[config.mk]
export PLATFORM = sky130hd
export DESIGN_NAME = cam_ctrl_flat
export DESIGN_NICKNAME = d
export VERILOG_FILES = /design/src/rtl/cam_ctrl_if.sv /design/src/rtl/cam_ctrl.sv /design/src/flat_wrapper.sv
export SDC_FILE = /design/constraint.sdc
export NUM_CORES = 1
export LEC_CHECK = 0
export ABC_AREA = 0
export CAP_MARGIN = 20
export CORE_MARGIN = 2
export CORE_UTILIZATION = 35
export DETAILED_ROUTE_END_ITERATION = 10
export PLACE_DENSITY_LB_ADDON = 0.08
export SYNTH_ARGS = -nofsm -noshare
export SYNTH_HDL_FRONTEND = slang
export SYNTH_SLANG_ARGS = --single-unit
[constraint.sdc]
create_clock -name clk -period 5.5 [get_ports clk]
set_input_delay 1.1 -clock clk [delete_from_list [all_inputs] [get_ports clk]]
set_output_delay 1.1 -clock clk [all_outputs]
set_load 0.005 [all_outputs]
[src/rtl/cam_ctrl_if.sv]
// Request/response handshake bundle for the CAM command front-end.
// master: issues req_*, consumes rsp_*; slave: the cam_ctrl side.
interface cam_ctrl_if #(
    parameter int CAM_WIDTH = 32,
    parameter int CAM_DEPTH = 16
);
    localparam int IDX_W = $clog2(CAM_DEPTH);

    logic                 req_valid;
    logic                 req_ready;
    logic [1:0]           req_op;
    logic [CAM_WIDTH-1:0] req_key;
    logic                 rsp_valid;
    logic                 rsp_ready;
    logic                 rsp_hit;
    logic [IDX_W-1:0]     rsp_idx;
    logic                 rsp_evict;

    modport master (
        output req_valid, req_op, req_key, rsp_ready,
        input  req_ready, rsp_valid, rsp_hit, rsp_idx, rsp_evict
    );

    modport slave (
        input  req_valid, req_op, req_key, rsp_ready,
        output req_ready, rsp_valid, rsp_hit, rsp_idx, rsp_evict
    );
endinterface

[src/rtl/cam_ctrl.sv]
// CAM command front-end: serialises LOOKUP/INSERT/DELETE into search
// and write cycles, tracks occupancy, allocates free or victim slots.
// Ports: clk, rst (sync, active-high); bus (cam_ctrl_if.slave) carries
// req_*/rsp_*; cam_data_* drive the CAM write/search port; cam_index_*
// return the CAM match; occ_count/full report occupancy.
module cam_ctrl #(
    parameter int   CAM_WIDTH = 32,
    parameter int   CAM_DEPTH = 16,
    localparam int  IDX_W     = $clog2(CAM_DEPTH),
    localparam int  CNT_W     = $clog2(CAM_DEPTH + 1)
) (
    input  logic                 clk,
    input  logic                 rst,
    cam_ctrl_if.slave            bus,
    output logic                 cam_data_we,
    output logic [IDX_W-1:0]     cam_data_idx,
    output logic [CAM_WIDTH-1:0] cam_data_o,
    output logic                 cam_data_vld,
    input  logic                 cam_index_rdy,
    input  logic [IDX_W-1:0]     cam_index_i,
    output logic [CNT_W-1:0]     occ_count,
    output logic                 full
);
    typedef enum logic [1:0] {
        IDLE, SEARCH, WRITE, RESP
    } state_t;

    state_t               state, state_nx;
    logic [1:0]           op_q;
    logic [CAM_WIDTH-1:0] key_q;
    logic                 hit_q, evict_q;
    logic [IDX_W-1:0]     idx_q;
    logic [CAM_DEPTH-1:0] occupied;
    logic [IDX_W-1:0]     victim;
    logic [IDX_W-1:0]     free_idx;
    logic                 is_ins, is_del;
    logic                 s_hit, s_evict, s_write;
    logic [IDX_W-1:0]     s_idx;

    // Reserved opcode 3 falls through to LOOKUP.
    assign is_ins = (op_q == 2'd1);
    assign is_del = (op_q == 2'd2);
    assign full   = (occ_count == CNT_W'(CAM_DEPTH));

    // Lowest clear bit of occupied[]; only consulted when not full.
    always_comb begin
        free_idx = '0;
        for (int i = CAM_DEPTH - 1; i >= 0; i--) begin
            if (!occupied[i]) free_idx = IDX_W'(i);
        end
    end

    // Outcome of the search cycle, latched at the end of SEARCH.
    always_comb begin
        s_hit   = cam_index_rdy;
        s_idx   = cam_index_rdy ? cam_index_i : '0;
        s_evict = 1'b0;
        s_write = 1'b0;
        if (is_ins && !cam_index_rdy) begin
            s_idx   = full ? victim : free_idx;
            s_evict = full;
            s_write = 1'b1;
        end else if (is_del && cam_index_rdy) begin
            s_write = 1'b1;
        end
    end

    always_ff @(posedge clk) begin
        if (rst) state <= IDLE;
        else     state <= state_nx;
    end

    always_comb begin
        state_nx = state;
        unique case (state)
            IDLE:    if (bus.req_valid) state_nx = SEARCH;
            SEARCH:  state_nx = s_write ? WRITE : RESP;
            WRITE:   state_nx = RESP;
            RESP:    if (bus.rsp_ready) state_nx = IDLE;
            default: state_nx = IDLE;
        endcase
    end

    always_comb begin
        bus.req_ready = (state == IDLE);
        bus.rsp_valid = (state == RESP);
        bus.rsp_hit   = hit_q;
        bus.rsp_idx   = idx_q;
        bus.rsp_evict = evict_q;
        cam_data_o    = key_q;
        cam_data_we   = (state == WRITE);
        cam_data_idx  = (state == WRITE) ? idx_q : '0;
        cam_data_vld  = (state == WRITE) && is_ins;
    end

    always_ff @(posedge clk) begin
        if (rst) begin
            op_q      <= '0;
            key_q     <= '0;
            hit_q     <= 1'b0;
            idx_q     <= '0;
            evict_q   <= 1'b0;
            occupied  <= '0;
            occ_count <= '0;
            victim    <= '0;
        end else begin
            unique case (state)
                IDLE: begin
                    if (bus.req_valid) begin
                        op_q    <= bus.req_op;
                        key_q   <= bus.req_key;
                        hit_q   <= 1'b0;
                        idx_q   <= '0;
                        evict_q <= 1'b0;
                    end
                end
                SEARCH: begin
                    hit_q   <= s_hit;
                    idx_q   <= s_idx;
                    evict_q <= s_evict;
                end
                WRITE: begin
                    if (is_ins) begin
                        occupied[idx_q] <= 1'b1;
                        // Eviction swaps one entry for another.
                        if (evict_q) victim <= victim + IDX_W'(1);
                        else occ_count <= occ_count + CNT_W'(1);
                    end else begin
                        occupied[idx_q] <= 1'b0;
                        occ_count <= occ_count - CNT_W'(1);
                    end
                end
                default: ;
            endcase
        end
    end
endmodule

[src/flat_wrapper.sv]
// flat-port wrapper written by rule: the top's interface ports become plain ports
module cam_ctrl_flat 
#(
    parameter int   CAM_WIDTH = 32,
    parameter int   CAM_DEPTH = 16,
    localparam int  IDX_W     = $clog2(CAM_DEPTH),
    localparam int  CNT_W     = $clog2(CAM_DEPTH + 1)
)
  (clk, rst, cam_data_we, cam_data_idx, cam_data_o, cam_data_vld, cam_index_rdy, cam_index_i, occ_count, full, bus_req_valid, bus_req_op, bus_req_key, bus_rsp_ready, bus_req_ready, bus_rsp_valid, bus_rsp_hit, bus_rsp_idx, bus_rsp_evict);
  cam_ctrl_if #(.CAM_WIDTH(CAM_WIDTH), .CAM_DEPTH(CAM_DEPTH)) bus_i ();
  input  logic clk;
  input  logic rst;
  output logic cam_data_we;
  output logic [IDX_W-1:0] cam_data_idx;
  output logic [CAM_WIDTH-1:0] cam_data_o;
  output logic cam_data_vld;
  input  logic cam_index_rdy;
  input  logic [IDX_W-1:0] cam_index_i;
  output logic [CNT_W-1:0] occ_count;
  output logic full;
  input wire logic [$bits(bus_i.req_valid)-1:0] bus_req_valid;
  input wire logic [$bits(bus_i.req_op)-1:0] bus_req_op;
  input wire logic [$bits(bus_i.req_key)-1:0] bus_req_key;
  input wire logic [$bits(bus_i.rsp_ready)-1:0] bus_rsp_ready;
  output wire logic [$bits(bus_i.req_ready)-1:0] bus_req_ready;
  output wire logic [$bits(bus_i.rsp_valid)-1:0] bus_rsp_valid;
  output wire logic [$bits(bus_i.rsp_hit)-1:0] bus_rsp_hit;
  output wire logic [$bits(bus_i.rsp_idx)-1:0] bus_rsp_idx;
  output wire logic [$bits(bus_i.rsp_evict)-1:0] bus_rsp_evict;
  assign bus_i.req_valid = bus_req_valid;
  assign bus_i.req_op = bus_req_op;
  assign bus_i.req_key = bus_req_key;
  assign bus_i.rsp_ready = bus_rsp_ready;
  assign bus_req_ready = bus_i.req_ready;
  assign bus_rsp_valid = bus_i.rsp_valid;
  assign bus_rsp_hit = bus_i.rsp_hit;
  assign bus_rsp_idx = bus_i.rsp_idx;
  assign bus_rsp_evict = bus_i.rsp_evict;
  cam_ctrl #(.CAM_WIDTH(CAM_WIDTH), .CAM_DEPTH(CAM_DEPTH)) u_core (.clk(clk), .rst(rst), .bus(bus_i), .cam_data_we(cam_data_we), .cam_data_idx(cam_data_idx), .cam_data_o(cam_data_o), .cam_data_vld(cam_data_vld), .cam_index_rdy(cam_index_rdy), .cam_index_i(cam_index_i), .occ_count(occ_count), .full(full));
endmodule
Yosys cells after proc, flatten, opt, wreduce, memory -nomap -nowiden

Index checks and enable logic that the tools add are counted.
W data, S select, Z words.

Add/sub/neg operators: 3
$lt $le $gt $ge: 2
Eq/ne operators: 9
Multiplexer cells: 37
Bitwise logic cells: 3
Reductions and logical operators: 12

Operators by type and width:

| operator              | number |
|---|---|
| $mux W4               | 21 |
| $and A16 B16 Y16      | 1 |
| $mux W16              | 1 |
| $not A16 Y16          | 1 |
| $or A16 B16 Y16       | 1 |
| $mux W5               | 2 |
| $pmux W2 S4           | 1 |
| $pmux W4 S2           | 1 |
| $reduce_and A2 Y1     | 4 |
| $eq A2 B2 Y1 const B  | 3 |
| $mux W1               | 6 |
| $ne A2 B2 Y1 const B  | 3 |
| $add A5 B1 Y5 const B | 1 |
| $eq A5 B5 Y1 const B  | 1 |
| $lt A4 B5 Y1 const B  | 1 |
| $sub A5 B1 Y5 const B | 1 |
| $add A4 B1 Y4 const B | 1 |
| $demux W1 S4          | 1 |
| $eq A2 B1 Y1 const B  | 2 |
| $ge A4 B1 Y1 const B  | 1 |
| $logic_and A1 B1 Y1   | 4 |
| $mux W2               | 2 |
| $pmux W1 S2           | 2 |
| $reduce_and A3 Y1     | 1 |
| 3 further kinds       | 3 |

Bits in registers: 67
Output and inout port bits: 52

Depth between registers and ports, before layout

Gate-level depths: netlist (run 1).

Word-level depth: 19
Gate-level depth with buffers: 8

Worst setup path before layout (run 1)

Ideal clock, no wire load.

Path kind: flip-flop to output port
Start: register u_core.state[0]
End: output port cam_data_vld
Arrival: 1.101 ns
Required time: 4.400 ns
Path slack: 3.299 ns
Cell stages (with the launch flop): 5
Path through: dfxtp_1 -> inv_1 -> ha_1 -> clkbuf_1 -> and2_1

Longest elaborated chain between the ends: 2

RTL lines:

| item                     | line               | text |
|---|---|---|
| start: declaration       | cam_ctrl.sv:28     | `state_t state, state_nx;` |
| start signal: assignment | cam_ctrl.sv:70     | `else state <= state_nx;` |
| $eq A2 B2 Y1             | -                  |  |
| via cam_data_we          | flat_wrapper.sv:13 | `output logic cam_data_we;` |
| $logic_and A1 B1 Y1      | cam_ctrl.sv:93     | `cam_data_vld = (state == WRITE) && is_ins;` |
| end: declaration         | flat_wrapper.sv:16 | `output logic cam_data_vld;` |

The timed path passes the listed nets, and every way through them passes these cells.

Worst setup path in the final report (run 1)

Start: register u_core.state[0]
End: output port cam_data_idx[3]

Longest elaborated chain between the ends: 2

RTL lines:

| item             | line               | text |
|---|---|---|
| $eq A2 B2 Y1     | cam_ctrl.sv:92     | `cam_data_idx = (state == WRITE) ? idx_q : '0;` |
| $mux W4          | cam_ctrl.sv:92     |  |
| end: declaration | flat_wrapper.sv:14 | `output logic [IDX_W-1:0] cam_data_idx;` |

No other way between the ends.

==> key figures, run 1 <==
Run status
  • Outcome: completed

Placed design
  • Hpwl dp: 5540 um
  • Setup WS pre-CTS: 2.75 ns
  • GPL Wtd Cong: 0.771
  • Area post-placement: 4000 um^2
  • Port bufs: 94
  • Placed instance count: 549

Finish
  • Commonest non-fill, non-tap cell in the layout: clkdlybuf4s50_1
  • Finished Layout Cells: 565
  • Most frequent cells in the layout: clkdlybuf4s50_1, nand2_1, dfxtp_1
  • Final Net Count: 507
  • Layout cells sized above 1: 5.22%
  • Final core occ: 51.0%
  • # fillers: 827
  • Layout area overhead: 40.2%
  • Cell area after layout: 4210 um^2
  • N_diodes: 0

Worst setup path
  • Reg2reg start: u_core.op_q[0]
  • Critical Path Start: u_core.state[0]
  • CP max stage cell: ha_1
  • R2r worst-path depth: 7
  • CP Max Fanout: 17
  • FF-to-FF setup slack: 3.01 ns
  • Worst setup path class: reg2out
  • Slowest Stage Delay on Critical Path: 0.50 ns
  • CP endpoint: cam_data_idx[3]
  • Crit path cell chain: inv_1 -> ha_1 -> and2_1 -> clkdlybuf4s50_1
  • Startpoint types: flip-flop
  • Worst Path Required: 4.40 ns
  • Critical Path AT: 2.00 ns
  • R2R Path End: u_core.occ_count[4]
  • CP Capture Type: output port

STA
  • Final period util: 56.4%
  • RSZ-0062 raised after global routing: false
  • Final setup TNS: 0 ns
  • Slew Limit Fails: 0
  • Maximum clock frequency: 0.322 GHz
  • # setup viols final: 0
  • Min Tclk post-route: 3.10 ns
  • Fin Hold WS: 0.456 ns
  • Worst setup margin: 2.40 ns
  • Final Hold Fails: 0
  • Worst-margin pin slew: 0.774 ns
  • Slew headroom: 48.4%
  • Final Skew: 0.0109 ns

Drt
  • Vias/cell: 5.05
  • Initial drt markers: 101
  • DRC Markers: 0
  • Final ANT Viol Nets: 0
  • DR pass1 iterations: 5
  • DR vias: 2851
  • Routed WL: 8010 um
  • Per-cell routed wire length: 14.2 um

Global routing
  • GR Overflow Total: 0
  • Met3 Use GR: 5.56%
  • Largest net degree at the start of global routing: 44
  • Met1 Usage GRT: 21.2%
  • First-pass GRT wire length: 13100 um
  • GRT Util Overall: 17.0%
  • Most used routing layer: met2
  • Met2 Use GR: 27.7%
  • Vias in the first global route: 2685
  • Initial antenna violation count: 0

Power and ir drop
  • Final Total Pwr: 1.65 mW
  • Cell Pwr Density: 391 nW/um^2
  • Leak Pwr: 1.51 nW
  • Max IR drop VDD: 0.222 mV

Floorplan
  • DIE WIDTH: 96.6 um
  • Floorplan core area: 8260 um^2
  • Io pins: 95
  • Die Area: 9340 um^2
  • Die height: 96.6 um
  • Initial Utilization: 36.4%
  • Row cnt: 33

Logic synthesis
  • Sequential fraction of the synthesis area: 44.6%
  • Yosys warns: 0
  • Yosys top cell area share: 44.6%
  • Yosys top cell by area: dfxtp_1
  • Synth Cell Area: 3000 um^2
  • Post-Syn Nets: 420
  • Top post-synthesis cells by area: dfxtp_1, nand2_1, a21oi_1, ha_1, mux2i_1
  • Count of different cell masters after synthesis: 42
  • FF+latch count, synth: 67
  • Number of synthesized flops with an enable pin: 0
  • Mapped Cells: 368
  • Main synth FF type: dfxtp_1
  • FFs w/ async S/R, synth: 0%
  • Mean Syn Cell Area: 8.16 um^2

Clock network
  • CTS buffer count: 9
  • Post-CTS setup buffers: 0
  • Root buffer cell: clkbuf_8
  • Clock tree buffer depth: 2
  • CTS sink count: 67
  • # hold bufs at CTS: 0
  • CTS tree: built
  • Post-CTS sizing: 0
  • CTS H-tree lvls: 3
  • Clk_lat worst skew: 0.35 ns
  • Worst-path clk slew: 0.08 ns

Run
  • Max-cap viol count: 0

Min path
  • Type of the most critical hold path: reg2reg
[routing by layer]
layer / vias to the layer above / part of all wire [%]
met3: 10 / 5.3
li1: 1449 / -
met2: 54 / 48
met5: - / 0
met1: 1338 / 46
met4: 0 / 1.1
[report_power, final]
part / internal, mW / switching, mW
logic: 0.291 / 0.283
clock network: 0.256 / 0.196
registers: 0.560 / 0.0626
[synth_stat cells (all sizes together) (6+ instances only)]
cell	n
ha	8
and2	7
clkbuf	11
nand2	85
inv	9
o21ai	11
nand3b	6
nor2	21
mux2i	10
buf	10
dfxtp	67
nand4	6
or3	11
nor3	7
a21oi	52
nand3	6
[worst max-delay path: cells and delay by family, from the launching register on]
| kind | cells | cell delay [ns] |
|---|---|---|
| buffers and inverters | 2 | 0.63 |
| adders and majority gates | 1 | 0.50 |
| and+or+nand+nor | 1 | 0.20 |
| DFF | 1 | 0.34 |
[kinds of logic after synthesis]
logic type,count (synthesis),synth area share [%]
flip-flops,67,44.6
AND/OR/NAND/NOR,161,24.9
XOR/XNOR,4,1.17
AO/OA/AOI/OAI,86,17.2
multiplexers,11,3.71
buffers and inverters,30,4.37
adder cells (fa/ha/maj),9,4.00
[final cells by class]
type | instances | area (um^2) | share of cell area (%)
Multi-Input combinational cell | 271 | 1530 | 36.4
Timing Repair Buffer | 97 | 958 | 22.8
Sequential cell | 67 | 1340 | 31.8
Clock buffer | 10 | 128 | 3.03
Tap cell | 105 | 131 | 3.12
Clock inverter | 6 | 88.8 | 2.11
Inverter | 9 | 33.8 | 0.802
[worst min path at each step]
stage,start,end,depth (start not counted)
after floorplan,flip-flop,flip-flop,2
after global placement,u_core.cam_data_o[11],u_core.cam_data_o[11],2
after detailed placement,u_core.cam_data_o[17],u_core.cam_data_o[17],2
after CTS,u_core.cam_data_o[10],u_core.cam_data_o[10],2
after global routing,u_core.cam_data_o[30],u_core.cam_data_o[30],2
final,u_core.cam_data_o[3],u_core.cam_data_o[3],2
Note: power is estimated with default switching activity, not from simulation.
==> run 2, diff against run 1 <==
- clock period: 5.5 -> 3 ns (I/O delays scaled with it)
==> key figures, run 2 (synthesis gave the netlist of run 1 again) <==
STA
  • Final setup TNS: 0 ns
  • Final Skew: 0.0118 ns
  • RSZ-0062 raised after global routing: false
  • Maximum clock frequency: 0.382 GHz
  • Min Tclk post-route: 2.61 ns
  • Final Hold Fails: 0
  • Final period util: 87.2%
  • Worst setup margin: 0.385 ns
  • Slew Limit Fails: 0
  • Worst-margin pin slew: 0.547 ns
  • Slew headroom: 62.5%
  • # setup viols final: 0

Finish
  • Final Net Count: 508
  • N_diodes: 0
  • Layout area overhead: 39.8%
  • Finished Layout Cells: 565
  • # fillers: 833
  • Layout cells sized above 1: 5.22%
  • Final core occ: 50.8%
  • Most frequent cells in the layout: clkdlybuf4s50_1, nand2_1, dfxtp_1
  • Commonest non-fill, non-tap cell in the layout: clkdlybuf4s50_1

Min path
  • Worst Hold Launch: u_core.cam_data_o[3]
  • Worst Hold End: u_core.cam_data_o[3]
  • Type of the most critical hold path: reg2reg
  • WHS Path Cells: 2

Drt
  • DR vias: 2850
  • Routed WL: 7930 um
  • DR pass1 iterations: 4
  • Final ANT Viol Nets: 0
  • Vias/cell: 5.04
  • DRC Markers: 0
  • Per-cell routed wire length: 14.0 um
  • Initial drt markers: 80

Clock network
  • Worst-path clk slew: 0.07 ns
  • Clock tree buffer depth: 2
  • Post-CTS sizing: 0
  • # hold bufs at CTS: 0
  • Root buffer cell: clkbuf_8
  • CTS sink count: 67
  • Clk_lat worst skew: 0.34 ns
  • Post-CTS setup buffers: 0
  • CTS H-tree lvls: 3
  • CTS tree: built
  • CTS buffer count: 9

Global routing
  • Vias in the first global route: 2651
  • Initial antenna violation count: 0
  • First-pass GRT wire length: 13000 um
  • GRT Util Overall: 16.8%
  • Largest net degree at the start of global routing: 33
  • GR Overflow Total: 0

Worst setup path
  • Worst setup path class: reg2out
  • Reg2reg start: u_core.op_q[0]
  • CP max stage cell: ha_1
  • Slowest Stage Delay on Critical Path: 0.53 ns
  • CP Max Fanout: 17
  • R2R Path End: u_core.occ_count[4]
  • Startpoint types: flip-flop
  • R2r worst-path depth: 7
  • Crit-path leading delay family: buffers and inverters
  • Critical Path AT: 2.01 ns
  • Worst Path Required: 2.40 ns
  • FF-to-FF setup slack: 0.64 ns
  • Crit path cell chain: inv_1 -> ha_1 -> and2_1 -> clkdlybuf4s50_1
  • CP Capture Type: output port
  • CP bufs+invs: 2

Floorplan
  • Row cnt: 33
  • Floorplan core area: 8260 um^2
  • Io pins: 95
  • Die Area: 9340 um^2
  • DIE WIDTH: 96.6 um
  • Initial Utilization: 36.4%
  • Die height: 96.6 um

Power and ir drop
  • Leak Pwr: 1.51 nW
  • Max IR drop VDD: 0.402 mV
  • Cell Pwr Density: 699 nW/um^2

Placed design
  • Port bufs: 94
  • Setup WS pre-CTS: 0.651 ns
  • Placed instance count: 550
  • GPL Wtd Cong: 0.800
  • Hpwl dp: 5610 um

Run
  • Max-cap viol count: 0

Run status
  • Outcome: completed
## run 2: worst reg2reg max path: stages (launching register included)
cell	delay, ns
dfxtp_1	0.37
nor2b_4	0.34
inv_2	0.20
fa_1	0.44
a21o_1	0.18
a21oi_1	0.16
mux2i_1	0.21
mux2_2	0.35
## run 2: routing by layer
layer,share of wire [%],wire length (um),global-route usage [%],vias to the layer above
met2,46,3680,26.3,57
met4,1.7,133,6.07,0
li1,-,-,-,1448
met3,5.3,424,4.84,10
met5,0,0,0,-
met1,47,3700,22.0,1335
## run 2: layout make-up
cell class	count	area, um^2	area share, %
repair buffers	98	978	23.3
clock inverters	5	55.1	1.31
flip-flops and latches	67	1340	31.9
well taps	105	131	3.13
multi-input cells	271	1530	36.5
inverters	9	33.8	0.805
clock buffers	10	128	3.04
## run 2: worst max path at each step
stage,startpoint,endpoint,slack [ns],cells after the start
2_1_floorplan,u_core.op_q[0],u_core.occ_count[4],0.95,8
3_3_place_gp,u_core.op_q[0],u_core.occ_count[4],0.70,7
3_5_place_dp,u_core.op_q[0],u_core.occ_count[4],0.65,7
4_1_cts,u_core.state[0],cam_data_vld,0.37,4
5_1_grt,u_core.state[0],cam_data_idx[3],0.28,4
6_report,u_core.state[0],cam_data_vld,0.39,4
## run 2: through the flow
step	hold slack, ns	power (mW)	instance area (um^2)
after floorplan	0.445	1.75	3000
after global placement	0.441	2.23	4020
after detailed placement	0.446	2.24	4020
after CTS	0.456	2.97	4200
after global routing	0.475	3.15	4200
final	0.453	2.94	4200
## run 2: power breakdown
group	switching [mW]	internal (mW)	total [mW]
registers	0.111	1.03	1.14
logic	0.524	0.549	1.07
clock network	0.349	0.377	0.726
total	0.984	1.95	2.94
